===== config.mk =====
export PLATFORM = sky130hd
export DESIGN_NAME = risc_mem_arbiter
export DESIGN_NICKNAME = d
export VERILOG_FILES = /design/src/rtl/risc_pkg.sv /design/src/rtl/risc_prio_sel.sv /design/src/rtl/risc_mem_arbiter.sv
export SDC_FILE = /design/constraint.sdc
export NUM_CORES = 1
export LEC_CHECK = 0
export ABC_AREA = 1
export CORE_ASPECT_RATIO = 0.5
export CORE_MARGIN = 10
export CORE_UTILIZATION = 37
export CTS_CLUSTER_DIAMETER = 120
export DETAILED_ROUTE_END_ITERATION = 10
export PLACE_DENSITY_LB_ADDON = 0.15
export SYNTH_ARGS = -nofsm -noshare
export SYNTH_HDL_FRONTEND = slang
export SYNTH_SLANG_ARGS = --single-unit

===== constraint.sdc =====
create_clock -name clk1 -period 2.9 [get_ports clk1]
set_input_delay 0.58 -clock clk1 [delete_from_list [all_inputs] [get_ports clk1]]
set_output_delay 0.58 -clock clk1 [all_outputs]
set_load 0.005 [all_outputs]

===== src/rtl/risc_pkg.sv =====
// rtl/risc_pkg.sv - shared types and widths for the RISC memory arbiter
package risc_pkg;

    localparam int RISC_AW = 10;
    localparam int RISC_DW = 32;

    typedef enum logic [1:0] {
        OWN_NONE,
        OWN_LD,
        OWN_DT,
        OWN_IF
    } owner_t;

    typedef enum logic [1:0] {
        IDLE,
        ACCESS,
        DONE
    } arb_state_t;

endpackage


===== src/rtl/risc_prio_sel.sv =====
// rtl/risc_prio_sel.sv - fixed-priority requester select with fetch anti-starvation boost
module risc_prio_sel
    import risc_pkg::*;
(
    input  logic   ld_ok,
    input  logic   dt_req,
    input  logic   if_req,
    input  logic   fetch_boost,
    output owner_t winner
);

    // A boosted fetch jumps ahead of data but never ahead of an eligible loader.
    always_comb begin
        winner = OWN_NONE;
        if (ld_ok) begin
            winner = OWN_LD;
        end else if (fetch_boost) begin
            winner = OWN_IF;
        end else if (dt_req) begin
            winner = OWN_DT;
        end else if (if_req) begin
            winner = OWN_IF;
        end
    end

endmodule


===== src/rtl/risc_mem_arbiter.sv =====
// rtl/risc_mem_arbiter.sv - serialises loader, data and fetch ports onto one memory req/ack interface
module risc_mem_arbiter
    import risc_pkg::*;
#(
    parameter int AW       = RISC_AW,
    parameter int DW       = RISC_DW,
    parameter int MAX_WAIT = 4,
    parameter int TIMEOUT  = 16
) (
    input  logic          clk1,
    input  logic          rst,
    input  logic          halted,
    input  logic          ld_req,
    input  logic          ld_we,
    input  logic [AW-1:0] ld_addr,
    input  logic [DW-1:0] ld_wdata,
    input  logic          dt_req,
    input  logic          dt_we,
    input  logic [AW-1:0] dt_addr,
    input  logic [DW-1:0] dt_wdata,
    input  logic          if_req,
    input  logic [AW-1:0] if_addr,
    output logic          ld_done,
    output logic          dt_done,
    output logic          if_done,
    output logic [DW-1:0] rdata,
    output logic          err,
    output logic          m_req,
    output logic          m_we,
    output logic [AW-1:0] m_addr,
    output logic [DW-1:0] m_wdata,
    input  logic [DW-1:0] m_rdata,
    input  logic          m_ack
);

    localparam int TW = $clog2(TIMEOUT + 1);
    localparam int FW = $clog2(MAX_WAIT + 1);

    arb_state_t    state;
    owner_t        owner;
    owner_t        winner;
    logic [TW-1:0] tcnt;
    logic [FW-1:0] fetch_wait;
    logic          fetch_boost;
    logic          expired;
    logic          xfer_end;

    assign fetch_boost = if_req && (fetch_wait == FW'(MAX_WAIT));
    assign expired     = (tcnt == TW'(TIMEOUT - 1));
    assign xfer_end    = (state == ACCESS) && (m_ack || expired);

    risc_prio_sel u_prio_sel (
        .ld_ok       (ld_req & halted),
        .dt_req      (dt_req),
        .if_req      (if_req),
        .fetch_boost (fetch_boost),
        .winner      (winner)
    );

    always_ff @(posedge clk1 or posedge rst) begin
        if (rst) begin
            state      <= IDLE;
            owner      <= OWN_NONE;
            tcnt       <= '0;
            fetch_wait <= '0;
            m_req      <= 1'b0;
            m_we       <= 1'b0;
            m_addr     <= '0;
            m_wdata    <= '0;
            rdata      <= '0;
            err        <= 1'b0;
            ld_done    <= 1'b0;
            dt_done    <= 1'b0;
            if_done    <= 1'b0;
        end else begin
            ld_done <= xfer_end && (owner == OWN_LD);
            dt_done <= xfer_end && (owner == OWN_DT);
            if_done <= xfer_end && (owner == OWN_IF);
            case (state)
                IDLE: begin
                    if (!if_req || winner == OWN_IF) begin
                        fetch_wait <= '0;
                    end else if (winner == OWN_DT && fetch_wait != FW'(MAX_WAIT)) begin
                        fetch_wait <= fetch_wait + 1'b1;
                    end
                    owner <= winner;
                    tcnt  <= '0;
                    case (winner)
                        OWN_LD: begin
                            m_req   <= 1'b1;
                            m_we    <= ld_we;
                            m_addr  <= ld_addr;
                            m_wdata <= ld_wdata;
                        end
                        OWN_DT: begin
                            m_req   <= 1'b1;
                            m_we    <= dt_we;
                            m_addr  <= dt_addr;
                            m_wdata <= dt_wdata;
                        end
                        OWN_IF: begin
                            m_req   <= 1'b1;
                            m_we    <= 1'b0;
                            m_addr  <= if_addr;
                            m_wdata <= '0;
                        end
                        default: ;
                    endcase
                    if (winner != OWN_NONE) begin
                        state <= ACCESS;
                    end
                end
                ACCESS: begin
                    // An ack on the final timeout cycle still counts as a success.
                    if (m_ack) begin
                        rdata <= m_rdata;
                        err   <= 1'b0;
                        m_req <= 1'b0;
                        state <= DONE;
                    end else if (expired) begin
                        rdata <= '0;
                        err   <= 1'b1;
                        m_req <= 1'b0;
                        state <= DONE;
                    end else begin
                        tcnt <= tcnt + 1'b1;
                    end
                end
                DONE: begin
                    owner <= OWN_NONE;
                    state <= IDLE;
                end
                default: state <= IDLE;
            endcase
        end
    end

endmodule


======== After elaboration in Yosys (flattened, before gate mapping) ========
Index checks and enable logic that the tools add are counted.
word-level totals
  register bits after elaboration ......... 92
  latch bits .............................. 0
  RAM bits ................................ 0
  memory bits (read-only) ................. 0
  bits of input ports ..................... 135
  output and inout bits ................... 80
  word-level logic and storage cells ...... 80
  memories kept ........................... 0
operators by class
  add/sub/neg operators ................... 2
  multipliers ............................. 0
  divide/modulo/power cells ............... 0
  order comparisons ....................... 0
  equal/unequal tests ..................... 16
  shift operators ......................... 0
  mux-type cells .......................... 25
  bitwise operators ....................... 1
  reduce and logical (&&, ||, !) cells .... 23
operator list
  operator               number
  $pmux W32 S3           1
  $mux W32               2
  $pmux W10 S3           1
  $mux W2                7
  $eq A2 B2 Y1 const B   5
  $mux W5                2
  $pmux W5 S2            1
  $reduce_bool A2 Y1     5
  $ne A2 B2 Y1 const B   4
  $pmux W2 S2            2
  $reduce_and A2 Y1      4
  $eq A2 B1 Y1 const B   3
  $logic_and A1 B1 Y1    6
  $mux W3                2
  $ne A3 B3 Y1 const B   2
  $reduce_and A3 Y1      2
  $add A5 B1 Y5 const B  1
  $eq A5 B4 Y1 const B   1
  $mux W1                5
  $add A3 B1 Y3 const B  1
  $eq A3 B3 Y1 const B   1
  $pmux W1 S3            1
  $reduce_bool A3 Y1     1
  $reduce_or A3 Y1       1
  other kinds (5)        6

======== Longest topological paths before layout ========
  word-level depth ........................ 8
  gate-level depth with buffers ........... 11

======== Hierarchy ========
Synthesis repeated with hierarchy kept, for this count alone.
unflattened totals
  cell total of the unflattened synthesis .. 571
  area, all modules ....................... 4311.6 um^2
modules (own cells, without submodules)
  module            instances  cells an instance  area each (um^2)  seq. area each (um^2)
  risc_mem_arbiter  1          566                4290.4            2302.2
  risc_prio_sel     1          5                  21.3              0.0

======== Worst setup path after synthesis ========
Ideal clock, no wire load.
  kind .................................... flip-flop to flip-flop
  start point ............................. register tcnt[0]
  end point ............................... register rdata[10]
  library setup time ...................... 117 ps
  arrival ................................. 1465 ps
  path slack .............................. 1318 ps
  stages on the path, launching flop included .. 12
  buffers on the path ..................... 2
  period minus slack after synthesis ...... 1582 ps
  cells stage by stage .................... dfrtp_1 -> ha_1 -> nand2_1 -> nor2_1 -> ha_1 -> nor2_2 -> nor2_2 -> inv_2 -> buf_4 -> buf_6 -> nand2_1 -> nand2_1
between the ends
  longest elaborated chain between the ends .. 3
ends and longest elaborated chain
  element                       RTL line                 RTL
  start, declared               risc_mem_arbiter.sv:42   logic [TW-1:0] tcnt;
  start signal, assigned        risc_mem_arbiter.sv:126  tcnt <= tcnt + 1'b1;
  $eq A5 B4 Y1                  risc_mem_arbiter.sv:49   assign expired = (tcnt == TW'(TIMEOUT - 1));
  $reduce_bool A2 Y1 (no line)  --
  $reduce_and A2 Y1 (no line)   --
  end signal, assigned          risc_mem_arbiter.sv:116  rdata <= m_rdata;
  end, declared                 risc_mem_arbiter.sv:26   output logic [DW-1:0] rdata,
No other way between the ends.
A chain may end at the register's enable or synchronous reset.

======== Worst setup path after layout ========
  start point ............................. input dt_req
  end point ............................... register m_wdata[16]
between the ends
  longest elaborated chain between the ends .. 6
  elaborated cells on any way between the ends .. 9
  classes of those cells .................. eq/ne: 3; mux: 4; reduce/logical: 2
ends and longest elaborated chain
  element                                       RTL line                RTL
  start, declared                               risc_mem_arbiter.sv:17  input logic dt_req,
  $mux W2 *                                     risc_prio_sel.sv:19     end else if (dt_req) begin
  $mux W2 *                                     risc_prio_sel.sv:17     end else if (fetch_boost) begin
  $mux W2 *                                     risc_prio_sel.sv:15     if (ld_ok) begin
  $eq A2 B2 Y1 or $eq A2 B1 Y1 (tied branches)  risc_mem_arbiter.sv:88  case (winner)
  $reduce_bool A3 Y1 (no line)                  --
  $reduce_and A2 Y1 (no line)                   --
  end signal, assigned                          risc_mem_arbiter.sv:93  m_wdata <= ld_wdata;
  end signal, assigned                          risc_mem_arbiter.sv:99  m_wdata <= dt_wdata;
  end, declared                                 risc_mem_arbiter.sv:31  output logic [DW-1:0] m_wdata,
Mark *: on every way between the ends. The rest lies on a longest branch, timed or not.

==> results.md <==
- Initial antenna violation count: 0
- Die height: about 96 um
- Worst Skew: 0.00933 ns
- LEAKAGE: about 0.0031 uW
- CTS Hold Bufs: 0
- Most frequent cell after synthesis: nand2_1
- Remaining DRCs: 0
- Skew-Pair Late Insertion Delay: 0.33 ns
- Crit-path cells: clkdlybuf4s50_1 > nand2_1 > nand2_1 > buf_4 > nand3_1 > a21oi_1
- Setup TNS Final: 0 ns
- Longest Clk Path Bufs: 2
- Average vias per placed instance: 4.78
- Avg Cell Area, Syn: 8.33 um^2
- CP Launch Type: primary input
- Fmax: just under 500 MHz
- Top delay family on crit path: buffers and inverters
- Dominant synthesized flop cell: dfrtp_1
- Synthesized area: around 0.0043 mm^2
- P_int: between 4000 and 5000 uW
- Slowest CP cell: clkdlybuf4s50_1
- Post-synth top area share: 53.6%
- Die W: about 170 um
- Worst-path clk slew: 0.07 ns
- Seq cells post-synth: around 90
- Post-synth cell types: 27
- CP peak stage delay: 0.53 ns
- CTS buffer count: 9
- Worst path buffer plus inverter count: 2
- Num rows: 27
- Sw frac: around a third
- Max-slew headroom: 56.5%
- Cell mode on critical path: nand2_1
- Crit path kind: in2reg
- Grt total ovfl: 0
- Cell area after layout: approximately 0.0068 mm^2
- 1st-pass router iterations: 4
- Measured slew at the worst slew-check pin: approximately 0.65 ns
- Warnings, synthesis: 0
- Die area: between 0.015 and 0.02 mm^2
- Pwr Density: around 900 mW/mm^2
- Crit path time final: about 2.0 ns
- Sw Pwr: around 2200 uW
- Nets: 855
- Register area share after synthesis: between 50 and 60%
- Clk sink count: 92
- Tot GR Track Use: 17.3%
- Yosys top cell by area: dfrtp_1
- Synth cell count leaders: 94 x nand2_1, 92 x dfrtp_1, 90 x nand3_1, 68 x a21oi_1, 55 x nor2_1
- Clock share of power: roughly 18%
- Combinational Power Share: a little under half
- Max Cap Viol: 0
- Final Cycle Share: a little over two thirds
- CP required: ~3.2 ns
- Post-cts sizing count: 0
- First-pass GRT wire length: around 23000 um
- Port bufs: 214
- Routed wire length: between 10000 and 15000 um
- # H-tree levels: 3
- Synth async-reset ratio: between 90% and 100%
- Worst vdd ir: about 460 uV
- Critical path endpoint category: flop
- Final number of hold-violating endpoints: 0
- I/O pins: ~220
- Vias: roughly 4.2k
- Endpoints failing setup: 0
- Post-Place Cell Area: approximately 0.0066 mm^2
- Initial DRC count: ~350
- HP Class: reg2reg
- Status: finished, final reports clean
- Share of cells above drive strength 1: about 5.7%
- GP Congestion: between 0.7 and 0.8
- Core Area: ~0.011 mm^2
- Initial core utilization: around two fifths
- Hpwl dp: 10600 um
- N_diodes: 0
- Seq pwr share: 35.8%
- Unrepaired setup endpoints after global routing: no
- Root Driver: clkbuf_16
- Number of synthesized flops with an enable pin: 0
- Area grow syn2layout: 59.2%
- Worst endpoint data arrival time: 2.28 ns
- Antenna Nets Post-Route: 0
- # Post-CTS Setup Buffers: 0
- CP Max Fanout: 44
- Routed wire per std cell: about 17 um
- Vias in the first global route: 4265
- Largest net degree at the start of global routing: just over 90
- Synthesized instance count: between 500 and 600
- CTS tree: done
- Synthesized Nets: 655
- Synth top area cells: dfrtp_1 54%, nand3_1 10%, nand2_1 8.2%, a21oi_1 7.9%, nor2_1 4.8%
- Slew Viols, Final: 0
sequential cells by signal, indices dropped and copies added, names as in the netlist:
register,count
err,1
if_done,1
m_req,1
m_addr,10
rdata,32
m_we,1
state,2
dt_done,1
ld_done,1
m_wdata,32
owner,2
fetch_wait,3
tcnt,5
cells by family after synthesis:
logic type                 after synthesis  synth area share, %
and+or+nand+nor                        273                 28.7
DFF                                     92                 53.6
AOI/OAI and AO/OA                       78                 9.26
buffers and inverters                   68                 7.08
adders and majority gates                4                 1.16
xor gates and xnor gates                 1                0.204
metal layers:
metal	GRT usage, %	vias up	routed length [um]
li1	-	2098	-
met1	20.6	1953	6130
met2	27.1	143	6590
met3	9.27	10	1880
met4	4.21	0	165
met5	0	-	0
layout make-up:
cell class,instances,area (um^2)
fill,1006,4340
sequential,92,2300
timing repair buffer,223,2230
multi-input combinational,356,1690
clock buffer,9,225
tap,159,199
inverter,34,131
clock inverter,7,57.6
cells in the final DEF, fill, tap and decap left out, drive strengths merged, types with 3 or more instances in the layout:
cell	instances
inv	37
nor3	3
clkinvlp	3
nand4	13
a21oi	68
or2	11
nand3	90
buf	9
ha	4
dfrtp	92
nand2	96
o21ai	7
nor2	60
clkbuf	9
clkdlybuf4s50	214
final timing paths:
kind / startpoint / to / slack, ns / depth (start not counted)
worst min-delay path: owner[1] / ld_done / 0.44 / 1
worst max-delay path: dt_req / m_wdata[16] / 0.87 / 6
max in group asynchronous: rst / rdata[9] / 1.79 / 3
worst min register to register: owner[1] / ld_done / 0.44 / 1
worst max register to register: tcnt[0] / err / 0.90 / 8
min in group asynchronous: rst / ld_done / 0.75 / 3
power groups by stage:
| stage | Combinational [uW] | Clock (uW) | Sequential (uW) |
|---|---|---|---|
| finish | 2840 | 1120 | 2210 |
| global route | 3200 | 1210 | 2290 |
| CTS | 2900 | 1160 | 2220 |
| detailed placement | 2900 | 0 | 2230 |
| global placement | 2850 | 0 | 2210 |
| floorplan | 1220 | 0 | 2250 |
stage by stage:
| step | worst slack, ns | hold WS (ns) | std cells | util, % | power, uW |
|---|---|---|---|---|---|
| after global routing | 0.649 | 0.472 | 880 | 61.2 | 6690 |
| after CTS | 0.872 | 0.447 | 880 | 61.2 | 6270 |
| after floorplan | 1.24 | 0.408 | 516 | - | 3480 |
| after detailed placement | 0.552 | 0.427 | 864 | 58.6 | 5120 |
| final | 0.873 | 0.444 | 880 | 61.2 | 6170 |
| after global placement | 0.597 | 0.425 | 864 | 58.6 | 5060 |
(Power assumes the default switching activity.)
